## src/rtl/miriscv_decode_queue_if.sv

```systemverilog
// miriscv_decode_queue_if: fetch-side input and decoded-bundle output handshake of the decode queue
interface miriscv_decode_queue_if #(parameter int CNT_WIDTH = 16);
  logic                 flush;
  logic [31:0]          instr;
  logic [31:0]          pc;
  logic                 in_valid;
  logic                 in_ready;
  logic                 out_valid;
  logic                 out_ready;
  logic [31:0]          out_instr;
  logic [31:0]          out_pc;
  logic [1:0]           ex_op_a_sel;
  logic [2:0]           ex_op_b_sel;
  logic [4:0]           alu_op;
  logic                 mdu_req;
  logic [2:0]           mdu_op;
  logic                 mem_req;
  logic                 mem_we;
  logic [2:0]           mem_size;
  logic                 gpr_we_a;
  logic                 wb_src_sel;
  logic                 illegal_instr;
  logic                 branch;
  logic                 jal;
  logic                 jalr;
  logic [CNT_WIDTH-1:0] illegal_cnt;
  modport master (
    output flush, instr, pc, in_valid, out_ready,
    input  in_ready, out_valid, out_instr, out_pc, ex_op_a_sel, ex_op_b_sel, alu_op, mdu_req, mdu_op,
           mem_req, mem_we, mem_size, gpr_we_a, wb_src_sel, illegal_instr, branch, jal, jalr, illegal_cnt
  );
  modport slave (
    input  flush, instr, pc, in_valid, out_ready,
    output in_ready, out_valid, out_instr, out_pc, ex_op_a_sel, ex_op_b_sel, alu_op, mdu_req, mdu_op,
           mem_req, mem_we, mem_size, gpr_we_a, wb_src_sel, illegal_instr, branch, jal, jalr, illegal_cnt
  );
endinterface

```

## src/rtl/miriscv_decode_queue.sv

```systemverilog
// miriscv_decode_queue: FIFO-buffered RV32I(M) decode stage with a registered handshaked output bundle
module miriscv_decode_queue #(
  parameter int DEPTH     = 4,
  parameter bit M_EXT     = 1'b0,
  parameter int CNT_WIDTH = 16
) (
  input logic clk_i,
  input logic rst_i,
  miriscv_decode_queue_if.slave q
);
  localparam int AW = $clog2(DEPTH);
  localparam logic [1:0] OP_A_CURR_PC = 2'd1;
  localparam logic [1:0] OP_A_ZERO    = 2'd2;
  localparam logic [2:0] OP_B_IMM_I   = 3'd1;
  localparam logic [2:0] OP_B_IMM_U   = 3'd2;
  localparam logic [2:0] OP_B_IMM_S   = 3'd3;
  localparam logic [2:0] OP_B_INCR    = 3'd4;
  localparam logic       WB_LSU_DATA  = 1'b1;
  typedef struct packed {
    logic [31:0] instr;
    logic [31:0] pc;
    logic [1:0]  op_a;
    logic [2:0]  op_b;
    logic [4:0]  alu;
    logic        mdu_req;
    logic [2:0]  mdu_op;
    logic        mem_req;
    logic        mem_we;
    logic [2:0]  mem_size;
    logic        gpr_we;
    logic        wb;
    logic        illegal;
    logic        branch;
    logic        jal;
    logic        jalr;
  } bundle_t;
  localparam bundle_t RST = '{mem_size: 3'd2, default: '0};
  logic [31:0]          instr_mem [DEPTH];
  logic [31:0]          pc_mem [DEPTH];
  logic [AW-1:0]        wr_ptr, rd_ptr;
  logic [AW:0]          count;
  logic                 push, pop, ok, valid;
  logic [31:0]          hi;
  logic [2:0]           f3;
  logic [6:0]           f7;
  logic [CNT_WIDTH-1:0] cnt;
  bundle_t              d, b;
  assign q.in_ready = count < (AW+1)'(DEPTH);
  assign push = q.in_valid & q.in_ready;
  assign pop = (count != '0) & (~valid | q.out_ready);
  assign hi = instr_mem[rd_ptr];
  assign f3 = hi[14:12];
  assign f7 = hi[31:25];
  always_comb begin
    d = RST;
    d.instr = hi;
    d.pc = pc_mem[rd_ptr];
    ok = 1'b0;
    case (hi[6:2])
      5'b01101: begin ok = 1'b1; d.op_a = OP_A_ZERO; d.op_b = OP_B_IMM_U; d.gpr_we = 1'b1; end
      5'b00101: begin ok = 1'b1; d.op_a = OP_A_CURR_PC; d.op_b = OP_B_IMM_U; d.gpr_we = 1'b1; end
      5'b11011: begin ok = 1'b1; d.op_a = OP_A_CURR_PC; d.op_b = OP_B_INCR; d.gpr_we = 1'b1; d.jal = 1'b1; end
      5'b11001: begin ok = f3 == 3'b000; d.op_a = OP_A_CURR_PC; d.op_b = OP_B_INCR; d.gpr_we = 1'b1; d.jalr = 1'b1; end
      5'b11000: begin ok = f3[2:1] != 2'b01; d.alu = {2'b11, f3}; d.branch = 1'b1; end
      5'b00000: begin
        ok = f3 != 3'b011 && f3[2:1] != 2'b11;
        d.op_b = OP_B_IMM_I;
        d.mem_req = 1'b1;
        d.gpr_we = 1'b1;
        d.wb = WB_LSU_DATA;
        d.mem_size = f3;
      end
      5'b01000: begin
        ok = !f3[2] && f3 != 3'b011;
        d.op_b = OP_B_IMM_S;
        d.mem_req = 1'b1;
        d.mem_we = 1'b1;
        d.mem_size = f3;
      end
      5'b00100: begin
        ok = f3 == 3'b001 ? f7 == 7'h00 : f3 == 3'b101 ? (f7 == 7'h00 || f7 == 7'h20) : 1'b1;
        d.op_b = OP_B_IMM_I;
        d.alu = {1'b0, f3 == 3'b101 && f7[5], f3};
        d.gpr_we = 1'b1;
      end
      5'b01100: begin
        ok = f7 == 7'h00 || (f7 == 7'h20 && (f3 == 3'b000 || f3 == 3'b101)) || (M_EXT && f7 == 7'h01);
        d.alu = f7 == 7'h01 ? 5'd0 : {1'b0, f7[5], f3};
        d.mdu_req = f7 == 7'h01;
        d.mdu_op = f7 == 7'h01 ? f3 : 3'd0;
        d.gpr_we = 1'b1;
      end
      5'b00011: ok = f3 == 3'b000;
      5'b11100: ok = hi == 32'h0000_0073 || hi == 32'h0010_0073;
      default:  ok = 1'b0;
    endcase
    if (!ok || hi[1:0] != 2'b11) begin
      d = RST;
      d.instr = hi;
      d.pc = pc_mem[rd_ptr];
      d.illegal = 1'b1;
    end
  end
  always_ff @(posedge clk_i)
    if (push) begin
      instr_mem[wr_ptr] <= q.instr;
      pc_mem[wr_ptr] <= q.pc;
    end
  always_ff @(posedge clk_i) begin
    if (rst_i || q.flush) begin
      wr_ptr <= '0;
      rd_ptr <= '0;
      count <= '0;
      valid <= 1'b0;
      b <= RST;
    end else begin
      wr_ptr <= wr_ptr + AW'(push);
      rd_ptr <= rd_ptr + AW'(pop);
      count <= count + (AW+1)'(push) - (AW+1)'(pop);
      valid <= pop | (valid & ~q.out_ready);
      b <= pop ? d : b;
    end
    cnt <= rst_i ? '0 : cnt + CNT_WIDTH'(valid & q.out_ready & b.illegal & ~&cnt);
  end
  assign q.out_valid = valid;
  assign q.out_instr = b.instr;
  assign q.out_pc = b.pc;
  assign q.ex_op_a_sel = b.op_a;
  assign q.ex_op_b_sel = b.op_b;
  assign q.alu_op = b.alu;
  assign q.mdu_req = b.mdu_req;
  assign q.mdu_op = b.mdu_op;
  assign q.mem_req = b.mem_req;
  assign q.mem_we = b.mem_we;
  assign q.mem_size = b.mem_size;
  assign q.gpr_we_a = b.gpr_we;
  assign q.wb_src_sel = b.wb;
  assign q.illegal_instr = b.illegal;
  assign q.branch = b.branch;
  assign q.jal = b.jal;
  assign q.jalr = b.jalr;
  assign q.illegal_cnt = cnt;
endmodule
```

## src/flat_wrapper.sv

```systemverilog
// flat-port wrapper written by rule: the top's interface ports become plain ports
module miriscv_decode_queue_flat 
#(
  parameter int DEPTH     = 4,
  parameter bit M_EXT     = 1'b0,
  parameter int CNT_WIDTH = 16
)
  (clk_i, rst_i, q_flush, q_instr, q_pc, q_in_valid, q_out_ready, q_in_ready, q_out_valid, q_out_instr, q_out_pc, q_ex_op_a_sel, q_ex_op_b_sel, q_alu_op, q_mdu_req, q_mdu_op, q_mem_req, q_mem_we, q_mem_size, q_gpr_we_a, q_wb_src_sel, q_illegal_instr, q_branch, q_jal, q_jalr, q_illegal_cnt);
  miriscv_decode_queue_if #(.CNT_WIDTH(CNT_WIDTH)) q_i ();
  input logic clk_i;
  input logic rst_i;
  input wire logic [$bits(q_i.flush)-1:0] q_flush;
  input wire logic [$bits(q_i.instr)-1:0] q_instr;
  input wire logic [$bits(q_i.pc)-1:0] q_pc;
  input wire logic [$bits(q_i.in_valid)-1:0] q_in_valid;
  input wire logic [$bits(q_i.out_ready)-1:0] q_out_ready;
  output wire logic [$bits(q_i.in_ready)-1:0] q_in_ready;
  output wire logic [$bits(q_i.out_valid)-1:0] q_out_valid;
  output wire logic [$bits(q_i.out_instr)-1:0] q_out_instr;
  output wire logic [$bits(q_i.out_pc)-1:0] q_out_pc;
  output wire logic [$bits(q_i.ex_op_a_sel)-1:0] q_ex_op_a_sel;
  output wire logic [$bits(q_i.ex_op_b_sel)-1:0] q_ex_op_b_sel;
  output wire logic [$bits(q_i.alu_op)-1:0] q_alu_op;
  output wire logic [$bits(q_i.mdu_req)-1:0] q_mdu_req;
  output wire logic [$bits(q_i.mdu_op)-1:0] q_mdu_op;
  output wire logic [$bits(q_i.mem_req)-1:0] q_mem_req;
  output wire logic [$bits(q_i.mem_we)-1:0] q_mem_we;
  output wire logic [$bits(q_i.mem_size)-1:0] q_mem_size;
  output wire logic [$bits(q_i.gpr_we_a)-1:0] q_gpr_we_a;
  output wire logic [$bits(q_i.wb_src_sel)-1:0] q_wb_src_sel;
  output wire logic [$bits(q_i.illegal_instr)-1:0] q_illegal_instr;
  output wire logic [$bits(q_i.branch)-1:0] q_branch;
  output wire logic [$bits(q_i.jal)-1:0] q_jal;
  output wire logic [$bits(q_i.jalr)-1:0] q_jalr;
  output wire logic [$bits(q_i.illegal_cnt)-1:0] q_illegal_cnt;
  assign q_i.flush = q_flush;
  assign q_i.instr = q_instr;
  assign q_i.pc = q_pc;
  assign q_i.in_valid = q_in_valid;
  assign q_i.out_ready = q_out_ready;
  assign q_in_ready = q_i.in_ready;
  assign q_out_valid = q_i.out_valid;
  assign q_out_instr = q_i.out_instr;
  assign q_out_pc = q_i.out_pc;
  assign q_ex_op_a_sel = q_i.ex_op_a_sel;
  assign q_ex_op_b_sel = q_i.ex_op_b_sel;
  assign q_alu_op = q_i.alu_op;
  assign q_mdu_req = q_i.mdu_req;
  assign q_mdu_op = q_i.mdu_op;
  assign q_mem_req = q_i.mem_req;
  assign q_mem_we = q_i.mem_we;
  assign q_mem_size = q_i.mem_size;
  assign q_gpr_we_a = q_i.gpr_we_a;
  assign q_wb_src_sel = q_i.wb_src_sel;
  assign q_illegal_instr = q_i.illegal_instr;
  assign q_branch = q_i.branch;
  assign q_jal = q_i.jal;
  assign q_jalr = q_i.jalr;
  assign q_illegal_cnt = q_i.illegal_cnt;
  miriscv_decode_queue #(.DEPTH(DEPTH), .M_EXT(M_EXT), .CNT_WIDTH(CNT_WIDTH)) u_core (.clk_i(clk_i), .rst_i(rst_i), .q(q_i));
endmodule
```

## config.mk

```make
export PLATFORM = sky130hd
export DESIGN_NAME = miriscv_decode_queue_flat
export DESIGN_NICKNAME = d
export VERILOG_FILES = /design/src/rtl/miriscv_decode_queue_if.sv /design/src/rtl/miriscv_decode_queue.sv /design/src/flat_wrapper.sv
export SDC_FILE = /design/constraint.sdc
export NUM_CORES = 1
export LEC_CHECK = 0
export ABC_AREA = 1
export CAP_MARGIN = 40
export CORE_ASPECT_RATIO = 1.4
export CORE_UTILIZATION = 60
export DETAILED_ROUTE_END_ITERATION = 10
export GPL_TIMING_DRIVEN = 0
export PLACE_DENSITY = 0.95
export SYNTH_ARGS = -nofsm -noshare
export SYNTH_HDL_FRONTEND = slang
export SYNTH_SLANG_ARGS = --single-unit
export TNS_END_PERCENT = 50
```

## constraint.sdc

```tcl
create_clock -name clk_i -period 14.1 [get_ports clk_i]
set_input_delay 2.115 -clock clk_i [delete_from_list [all_inputs] [get_ports clk_i]]
set_output_delay 2.115 -clock clk_i [all_outputs]
set_load 0.02 [all_outputs]
```

* Yosys cells after proc, flatten, opt, wreduce, memory -nomap -nowiden
Memory sizes are Yosys's and may differ from the RTL's. A register that Yosys moved wholly into a read port is not among the register bits.
Index checks and enable logic that the tools add are counted.
** Word-level totals
- Bits in latches :: 0
- Input bits :: 69
- Word-level logic and storage cells :: 105
- Register bits :: 81
- Bits in writable memories :: 256
- ROM bits :: 0
- Output and inout port bits :: 107
- Memories :: 2
** Operators by class
- Muxes and demuxes :: 21
- Add/subtract/negate cells :: 5
- Reductions and logical operators :: 26
- Shift operators :: 0
- Order comparisons :: 1
- Equality and inequality tests :: 20
- Bitwise logic cells :: 10
- Multiply operators :: 0
- Divide/modulo/power cells :: 0
** Memory list
- u_core.instr_mem :: words 4, width 32, read ports 1, clocked after Yosys merged registers in 1, write ports 1, RTL line miriscv_decode_queue.sv:38 : logic [31:0] instr_mem [DEPTH];
- u_core.pc_mem :: words 4, width 32, read ports 1, clocked after Yosys merged registers in 1, write ports 1, RTL line miriscv_decode_queue.sv:39 : logic [31:0] pc_mem [DEPTH];
** Operators by type and width (count)
- bitwise AND 16 x 1 -> 16 bit :: 2
- equality test 32 x 21 -> 1 bit, second input constant :: 1
- equality test 32 x 7 -> 1 bit, second input constant :: 1
- two-way mux 25 bit :: 1
- equality test 5 bit, second input constant :: 4
- adder 16 bit :: 1
- AND reduction 16 bit :: 1
- equality test 5 x 4 -> 1 bit, second input constant :: 3
- case mux 5 bit (3 select lines) :: 1
- case mux 3 bit (4 select lines) :: 1
- two-way mux 1 bit :: 11
- equality test 5 x 3 -> 1 bit, second input constant :: 2
- OR reduction 2 bit :: 5
- two-way mux 4 bit :: 2
- case mux 1 bit (8 select lines) :: 1
- equality test 7 x 1 -> 1 bit, second input constant :: 1
- equality test 7 x 6 -> 1 bit, second input constant :: 1
- logical NOT 7 bit :: 1
- OR reduction 7 bit :: 1
- logical OR 1 bit :: 6
- two-way mux 3 bit :: 2
- OR reduction 3 bit :: 2
- equality test 5 x 2 -> 1 bit, second input constant :: 1
- logical NOT 5 bit :: 1
- 18 further kinds :: 30

* Longest topological paths before layout
Gate-level depths: netlist of run 1.
- Depth after elaboration :: 8
- Mapped depth :: 19
- Mapped depth without buffers :: 16

* Least setup slack after synthesis of run 1
Ideal clock, no wire load.
- Kind :: in2reg
- Start point :: input q_in_valid
- End point :: memory u_core.instr_mem[0][0], enable pin
- Required time :: 13535 ps
- Arrival time :: 6575 ps
- Path buffers :: 0
- Slack :: 6960 ps
- Cell stages on the path :: 2
- Cell sequence :: nand2_1 nor3_1
** On the way
- Word-level cells in the longest chain between the ends :: 3
** RTL lines
- start, declared :: RTL line flat_wrapper.sv:15 : input wire logic [$bits(q_i.in_valid)-1:0] q_in_valid;
- bitwise AND 1 bit :: RTL line miriscv_decode_queue.sv:49 : assign push = q.in_valid & q.in_ready;
- two-way mux 1 bit :: RTL line miriscv_decode_queue.sv:105 : if (push) begin
- two-way mux 1 bit (implied by the code) :: RTL line miriscv_decode_queue.sv:106 : instr_mem[wr_ptr] <= q.instr;
- end, declared :: RTL line miriscv_decode_queue.sv:38
Every way passes these cells.

* Worst setup path after layout of run 1
- Start point :: input q_out_ready
- End point :: register u_core.count[2]
** On the way
- Word-level cells in the longest chain between the ends :: 3
** RTL lines
- start, declared :: RTL line flat_wrapper.sv:16 : input wire logic [$bits(q_i.out_ready)-1:0] q_out_ready;
- OR 1 bit :: RTL line miriscv_decode_queue.sv:50 : assign pop = (count != '0) & (~valid | q.out_ready);
- bitwise AND 1 bit :: RTL line miriscv_decode_queue.sv:50
- via u_core.pop :: RTL line miriscv_decode_queue.sv:42 : logic push, pop, ok, valid;
- subtractor 3 x 1 -> 3 bit :: RTL line miriscv_decode_queue.sv:119 : count <= count + (AW+1)'(push) - (AW+1)'(pop);
- end signal, assigned :: RTL line miriscv_decode_queue.sv:119
- end, declared :: RTL line miriscv_decode_queue.sv:41 : logic [AW:0] count;
The timed path passes the listed nets, and every way through them passes these cells.
A chain may end at the register's enable or synchronous reset.

==> load_flow_metrics.sql, run 1 <==
INSERT INTO impl_metrics (metric_group, metric, value, unit) VALUES
('placed_design', 'port-buffer-count', '174', ''),
('drt', 'detailedRoute.firstIterationViolations', '1142', ''),
('clock_tree', 'root_buffer', 'clkbuf_16', ''),
('job', 'max-cap-violations', '0', ''),
('clock_tree', 'cts_inserted_buffers', '35', ''),
('critical_path', 'timing.critical_path.fanout_max', '11', ''),
('timing', 'post_route_fraction_of_the_period_consumed_by_the_critical_path', '40.0', '%'),
('critical_path', 'crit_family', 'buffers and inverters', ''),
('timing', 'finalSetupViolations', '0', ''),
('critical_path', 'crit_path_cell_trace', 'clkdlybuf4s50_1 > nor2_1 > nor2_1 > clkbuf_1 > clkbuf_1 > clkbuf_1 > ha_1 > inv_1 > ha_1 > inv_1 > fa_1 > xor2_1 > o21ai_0 > a21oi_1', ''),
('logic_synthesis', 'yosys_warnings', '0', ''),
('logic_synthesis', 'yosys_register_bits', '369', ''),
('timing', 'worst_pin_slew', '900', 'ps'),
('power', 'worst_ir_drop_vdd', '147', 'uV'),
('critical_path', 'worst_ep_arrival_time', '6080', 'ps'),
('floorplan', 'placeable_core_area', '23200', 'sq um'),
('floorplan', 'floorplan.io_pins', '176', ''),
('power', 'seqPwrFrac', '41.0', '%'),
('critical_path', 'crit_path_start_kind', 'input pin', ''),
('finish', 'multi_input_comb_area', '3700', 'sq um'),
('power', 'cellLeakagePower', '0.00641', 'uW'),
('critical_path', 'criticalPathCategory', 'input pin to flip-flop', ''),
('drt', 'average_wire_per_standard_cell', '21.0', 'um'),
('drt', 'drc', '0', ''),
('power', 'power.total', '3260', 'uW'),
('critical_path', 'timing.critical_path.mode_cell', 'clkbuf_1', ''),
('timing', 'final-hold-violation-count', '0', ''),
('global_routing', 'grt-ovfl-total', '0', ''),
('logic_synthesis', 'post_synth_inst_count', '1288', ''),
('clock_tree', 'cts_htree_levels', '2', ''),
('logic_synthesis', 'seq_area_frac_synth', '70.1', '%'),
('placed_design', 'post-dp-hpwl', '26000', 'um'),
('global_routing', 'track_usage', '32.3', '%'),
('clock_tree', 'tritoncts_num_sinks', '369', ''),
('finish', 'syn_to_final_growth', '25.0', '%'),
('global_routing', 'grt_pass1_vias', '11300', ''),
('timing', 'rsz0062_at_grt', 'no', ''),
('floorplan', 'dieArea', '24300', 'sq um'),
('clock_tree', 'postCtsHoldBufs', '0', ''),
('timing', 'timing.fmax', '0.177', 'GHz'),
('timing', 'drv_slew', '0', ''),
('floorplan', 'start_util', '61.1', '%'),
('global_routing', 'largest_net_degree_at_the_start_of_global_routing', '17', ''),
('logic_synthesis', 'syn_nets', '1364', ''),
('drt', 'detailroute.via_count', '11300', ''),
('clock_tree', 'clk_pin_slew_worst_paths', '60', 'ps'),
('floorplan', 'dieHeight', '184', 'um'),
('clock_tree', 'cts_buffer_depth', '3', ''),
('timing', 'final_critical_path_time_including_i_o_delays_and_setup', '5640', 'ps'),
('floorplan', 'fp_rows', '66', ''),
('critical_path', 'slowest_delay', '650', 'ps'),
('logic_synthesis', 'syn_area_per_cell', '11.0', 'sq um'),
('power', 'cell_internal_pwr', '2130', 'uW'),
('status', 'run_status', 'completed', ''),
('drt', 'drt-total-wl', '39100', 'um'),
('drt', 'drt_first_pass_iters', '8', ''),
('power', 'share_of_total_power_consumed_by_net_switching', '34.8', '%'),
('worst_hold_path', 'min-delay-path-class', 'flip-flop to flip-flop', ''),
('drt', 'vias_per_instance', '6.06', ''),
('floorplan', 'die_x', '132', 'um'),
('finish', 'finalNetCount', '1602', ''),
('finish', 'post_route_cells_drive_above_1_share', '8.65', '%'),
('power', 'p_comb_share', '30.3', '%'),
('critical_path', 'worst_setup_path_end_kind', 'flip-flop', ''),
('timing', 'clock_skew', '12.7', 'ps'),
('placed_design', 'globalplace.congestion', '0.933', ''),
('global_routing', 'grt_antenna_before_repair', '3', ''),
('logic_synthesis', 'synthDistinctLibCells', '34', ''),
('timing', 'fin_tns_setup', '0', 'ps'),
('clock_tree', 'cts_resized', '0', ''),
('finish', 'area.sequential', '9950', 'sq um');
-- cells in the mapped netlist (all sizes together) --
cell / number / area (sq um)
xnor2: 3 / 26.3
edfxtp: 256 / 7690
nor3: 10 / 50.1
fa: 1 / 20.0
o21a: 1 / 7.51
nand3: 83 / 430
xor2: 1 / 8.76
nand4: 20 / 131
clkbuf: 35 / 131
nor2: 196 / 758
a41oi: 1 / 8.76
inv: 51 / 194
a31oi: 35 / 219
ha: 6 / 75.1
buf: 40 / 231
o21ai: 142 / 711
nor4: 2 / 12.5
o211ai: 3 / 27.5
nand2: 224 / 866
o22ai: 1 / 6.26
a21oi: 64 / 320
dfxtp: 113 / 2260
-- worst min-delay path, stage by stage (launching register included) --
cell,delay (ps)
dfxtp_1,310
nand2_1,60
nor2_1,30
-- cell families (layout without fill, tap and decap cells) --
family | count (synthesis) | in the layout | share of synthesized area [%]
adder cells (fa/ha/maj) | 7 | 7 | 0.670
AO/OA/AOI/OAI | 247 | 247 | 9.16
AND/OR/NAND/NOR | 535 | 535 | 15.9
buffers and inverters | 126 | 388 | 3.93
flip-flops | 369 | 369 | 70.1
other | 0 | 2 | 0
XOR/XNOR | 4 | 4 | 0.247
-- worst paths after layout --
check | from | to | slack (ps) | cells after the start
setup reg to reg | u_core.count[1] | u_core.count[2] | 10130 | 13
hold reg to reg | u_core.q.mdu_req | u_core.q.mdu_req | 450 | 2
hold / removal | u_core.q.mdu_req | u_core.q.mdu_req | 450 | 2
setup / recovery | q_out_ready | u_core.count[2] | 8460 | 14
-- state kept, by name (all words and copies together), names as in the netlist, 2 cells and up --
name                  flops
u_core.q.ex_op_a_sel      2
u_core.instr_mem        128
u_core.rd_ptr             2
u_core.q.illegal_cnt     16
u_core.q.mem_size         3
u_core.q.mdu_op           3
u_core.q.ex_op_b_sel      3
u_core.q.out_instr       32
u_core.count              3
u_core.q.out_pc          32
u_core.pc_mem           128
u_core.wr_ptr             2
u_core.q.alu_op           5
-- through the flow --
stage / util (%) / instance area, sq um / hold WS [ps] / worst slack [ps] / cells
6_report: 76.4 / 17700 / 448 / 8460 / 1858
5_1_grt: 76.4 / 17700 / 480 / 8310 / 1858
4_1_cts: 76.4 / 17700 / 447 / 8610 / 1856
3_5_place_dp: 71.4 / 16600 / 436 / 8060 / 1795
3_3_place_gp: 70.3 / 16300 / 426 / 3520 / 1768
2_1_floorplan: - / 14200 / 444 / 6960 / 1288
-- cells in the final DEF (no fill, tap or decap), types with 4 or more instances in the layout --
master / n
a21oi_1: 64
a31oi_1: 35
buf_1: 14
buf_2: 14
buf_4: 23
buf_6: 15
clkbuf_1: 43
clkbuf_16: 37
clkbuf_8: 5
clkdlybuf4s50_1: 174
dfxtp_1: 113
edfxtp_1: 256
ha_1: 6
inv_1: 44
inv_2: 6
nand2_1: 214
nand2_2: 10
nand3_1: 80
nand4_1: 19
nor2_1: 191
nor3_1: 6
nor3_2: 4
o21ai_0: 139
-- power groups by stage --
stage	clock [uW]	sequential, uW	combinational, uW
after floorplan	0	1420	488
after global placement	0	1360	883
after detailed placement	0	1350	945
after CTS	936	1330	966
after global routing	976	1340	1060
final	935	1340	988
-- area by class of cell --
type	instances	share of cell area, %
Inverter	51	1.09
Clock buffer	50	5.78
Sequential cell	369	56.1
Buffer	75	2.05
Multi-Input combinational cell	793	20.9
Antenna cell	2	0.0282
Tap cell	306	2.16
Timing Repair Buffer	201	11.2
Clock inverter	11	0.685
-- per-layer routing --
layer	vias to the layer above	wire, um	track usage (%)
met4	2	1840	18.7
met2	799	20900	59.6
met5	-	13	0
met3	159	3620	6.40
li1	4966	-	-
met1	5326	12700	34.2
Note: power is estimated with default switching activity, not from simulation.
==> run 2: changes to the inputs <==
- CORE_UTILIZATION: 60 -> 55
- PLACE_DENSITY: 0.95 -> 0.89
- clock period: 14.1 -> 5.35 ns (I/O delays scaled with it)
==> run 2 against run 1 <==
  * Cell count rose by 0.86%
  * Sequential share of layout area barely moved
  * Critical path depth did not move
  * Non-clock buffer count rose by 1
  * Cell area barely moved
  * Highest routed layer is now met4
==> load_flow_metrics.sql, run 2 (synthesized netlist as in run 1, its figures left out) <==
INSERT INTO impl_metrics (metric_group, metric, value, unit) VALUES
('status', 'run_status', 'completed', ''),
('critical_path', 'crit_path_start_kind', 'input pin', ''),
('finish', 'finalNetCount', '1603', ''),
('placed_design', 'port-buffer-count', '174', ''),
('timing', 'drv_slew', '0', ''),
('timing', 'finalSetupViolations', '0', ''),
('drt', 'antenna_left', '0', ''),
('clock_tree', 'cts_resized', '0', ''),
('power', 'worst_ir_drop_vdd', '393', 'uV'),
('global_routing', 'grt_first_pass_wirelength', '55900', 'um'),
('worst_hold_path', 'min_delay_path_depth', '2', ''),
('clock_tree', 'cts_inserted_buffers', '35', ''),
('critical_path', 'worst_setup_path_end_kind', 'flip-flop', ''),
('timing', 'final-hold-violation-count', '0', ''),
('power', 'pwr_density_cell', '479', 'nW/um^2'),
('global_routing', 'grt_pass1_vias', '10900', ''),
('drt', 'drt_first_pass_iters', '7', ''),
('timing', 'rsz0062_at_grt', 'no', ''),
('clock_tree', 'tritoncts_clock_tree', 'yes', ''),
('finish', 'post_route_cells_drive_above_1_share', '8.76', '%'),
('clock_tree', 'root_buffer', 'clkbuf_16', ''),
('drt', 'vias_per_instance', '5.80', ''),
('clock_tree', 'clk_pin_slew_worst_paths', '60', 'ps'),
('critical_path', 'worst_ep_arrival_time', '4700', 'ps'),
('drt', 'average_wire_per_standard_cell', '19.6', 'um'),
('drt', 'detailedRoute.firstIterationViolations', '953', ''),
('timing', 'worst_pin_slew', '789', 'ps'),
('drt', 'drt-total-wl', '36800', 'um'),
('clock_tree', 'tritoncts_num_sinks', '369', ''),
('worst_hold_path', 'min-delay-path-class', 'flip-flop to flip-flop', ''),
('floorplan', 'dieArea', '26400', 'sq um'),
('finish', 'multi_input_comb_area', '3700', 'sq um'),
('floorplan', 'die_x', '138', 'um'),
('timing', 'final_critical_path_time_including_i_o_delays_and_setup', '4290', 'ps'),
('placed_design', 'post-dp-hpwl', '25000', 'um'),
('timing', 'post_route_fraction_of_the_period_consumed_by_the_critical_path', '80.1', '%'),
('floorplan', 'dieHeight', '192', 'um'),
('global_routing', 'track_usage', '28.3', '%'),
('placed_design', 'globalplace.congestion', '0.914', ''),
('timing', 'final.hold.worst_slack', '438', 'ps'),
('finish', 'syn_to_final_growth', '25.1', '%'),
('global_routing', 'largest_net_degree_at_the_start_of_global_routing', '17', ''),
('drt', 'drc', '0', ''),
('finish', 'area.sequential', '9950', 'sq um'),
('critical_path', 'critical_path_required', '5760', 'ps'),
('floorplan', 'start_util', '55.9', '%'),
('finish', 'final_cell_area', '17700', 'sq um'),
('clock_tree', 'setup_fix_bufs_post_cts', '0', ''),
('drt', 'detailroute.via_count', '10900', ''),
('floorplan', 'placeable_core_area', '25400', 'sq um'),
('global_routing', 'grt_antenna_before_repair', '3', ''),
('placed_design', 'dpl-instance-area', '16600', 'sq um'),
('critical_path', 'worst_r2r_path_depth', '13', ''),
('timing', 'clock_skew', '23.1', 'ps'),
('global_routing', 'grt-ovfl-total', '0', ''),
('timing', 'fin_tns_setup', '0', 'ps'),
('floorplan', 'fp_rows', '69', ''),
('job', 'max-cap-violations', '0', ''),
('finish', 'layout.cells.most_common', 'edfxtp_1', ''),
('timing', 'timing.fmax', '0.233', 'GHz'),
('finish', 'layout_top_registers', 'u_core.instr_mem (128), u_core.pc_mem (128)', ''),
('critical_path', 'criticalPathCategory', 'input pin to flip-flop', ''),
('clock_tree', 'cts_buffer_depth', '3', ''),
('finish', 'n_fill_cell', '1675', ''),
('clock_tree', 'cts_htree_levels', '2', ''),
('power', 'cellLeakagePower', '0.00641', 'uW'),
('timing', 'headroom_to_the_max_slew_limit', '47.4', '%'),
('floorplan', 'floorplan.io_pins', '176', ''),
('clock_tree', 'postCtsHoldBufs', '0', ''),
('finish', 'commonest_cells_after_routing_fill_and_taps_aside', 'edfxtp_1, nand2_1, nor2_1, clkdlybuf4s50_1, o21ai_0', ''),
('critical_path', 'timing.critical_path.fanout_max', '11', ''),
('clock_tree', 'clock_latency', '530', 'ps');
==> run 2: changes by cell type in the layout (fill, tap and decap cells not counted), sizes merged <==
cell      before  now
clkbuf        85   81
clkinv         6   10
clkinvlp       2    3
diode          2    3
buf           67   68
==> run 2: worst paths after layout <==
check | startpoint | endpoint | slack (ps)
setup / recovery | q_out_ready | u_core.count[2] | 1060
hold reg to reg | u_core.q.mdu_op[0] | u_core.q.mdu_op[0] | 440
hold / removal | u_core.q.mdu_op[0] | u_core.q.mdu_op[0] | 440
setup reg to reg | u_core.count[1] | u_core.count[2] | 1420
==> run 2: layout make-up <==
class / instances / share of cell area (%)
Sequential cell: 369 / 56.1
Multi-Input combinational cell: 793 / 20.8
Timing Repair Buffer: 202 / 11.2
Clock buffer: 46 / 5.58
Tap cell: 319 / 2.25
Buffer: 75 / 2.05
Inverter: 51 / 1.09
Clock inverter: 16 / 0.846
Antenna cell: 3 / 0.0423
==> run 2: report_power, final <==
group	total, uW	internal (uW)	switching, uW
registers	3510	3370	149
logic	2560	800	1760
clock network	2430	1410	1030
total	8500	5570	2930
==> run 2: worst max-delay path, stage by stage <==
cell and delay, ps:
clkdlybuf4s50_1 510, nor2_1 60, nor2_1 360, clkbuf_1 490
clkbuf_1 470, clkbuf_1 660, ha_1 370, inv_1 60
ha_1 130, inv_1 50, fa_1 370, xor2_1 160
o21ai_0 150, a21oi_1 60
==> run 2: metrics by stage <==
step                cells  utilization (%)  total power, uW  worst slack (ps)
floorplan            1288                -             5020              -478
global placement     1781             64.3             5930             -4090
detailed placement   1809             65.4             6020               628
CTS                  1871             69.9             8480              1140
global route         1873             69.9             8860               978
finish               1874             69.9             8500              1060
==> run 2: routing by layer <==
layer | GRT usage, % | vias up | wire (um) | part of all wire (%)
li1 | - | 4965 | - | -
met1 | 29.6 | 5129 | 12200 | 33
met2 | 51.4 | 636 | 19700 | 54
met3 | 5.70 | 133 | 3050 | 8.3
met4 | 16.9 | 0 | 1810 | 4.9
met5 | 0 | - | 0 | 0
==> run 3: changes to the inputs <==
- clock period: 5.35 -> 4.4 ns (I/O delays scaled with it)
==> results of run 3 <==
Same layout as run 2 (identical final DEF). Status: completed.
Among the figures that moved: setup slack after placement 628 ps -> -179 ps; setup slack after layout 1060 ps -> 256 ps; register-to-register setup slack 1420 ps -> 470 ps; total power 8500 uW -> 10300 uW; worst IR drop on VDD 393 uV -> 477 uV
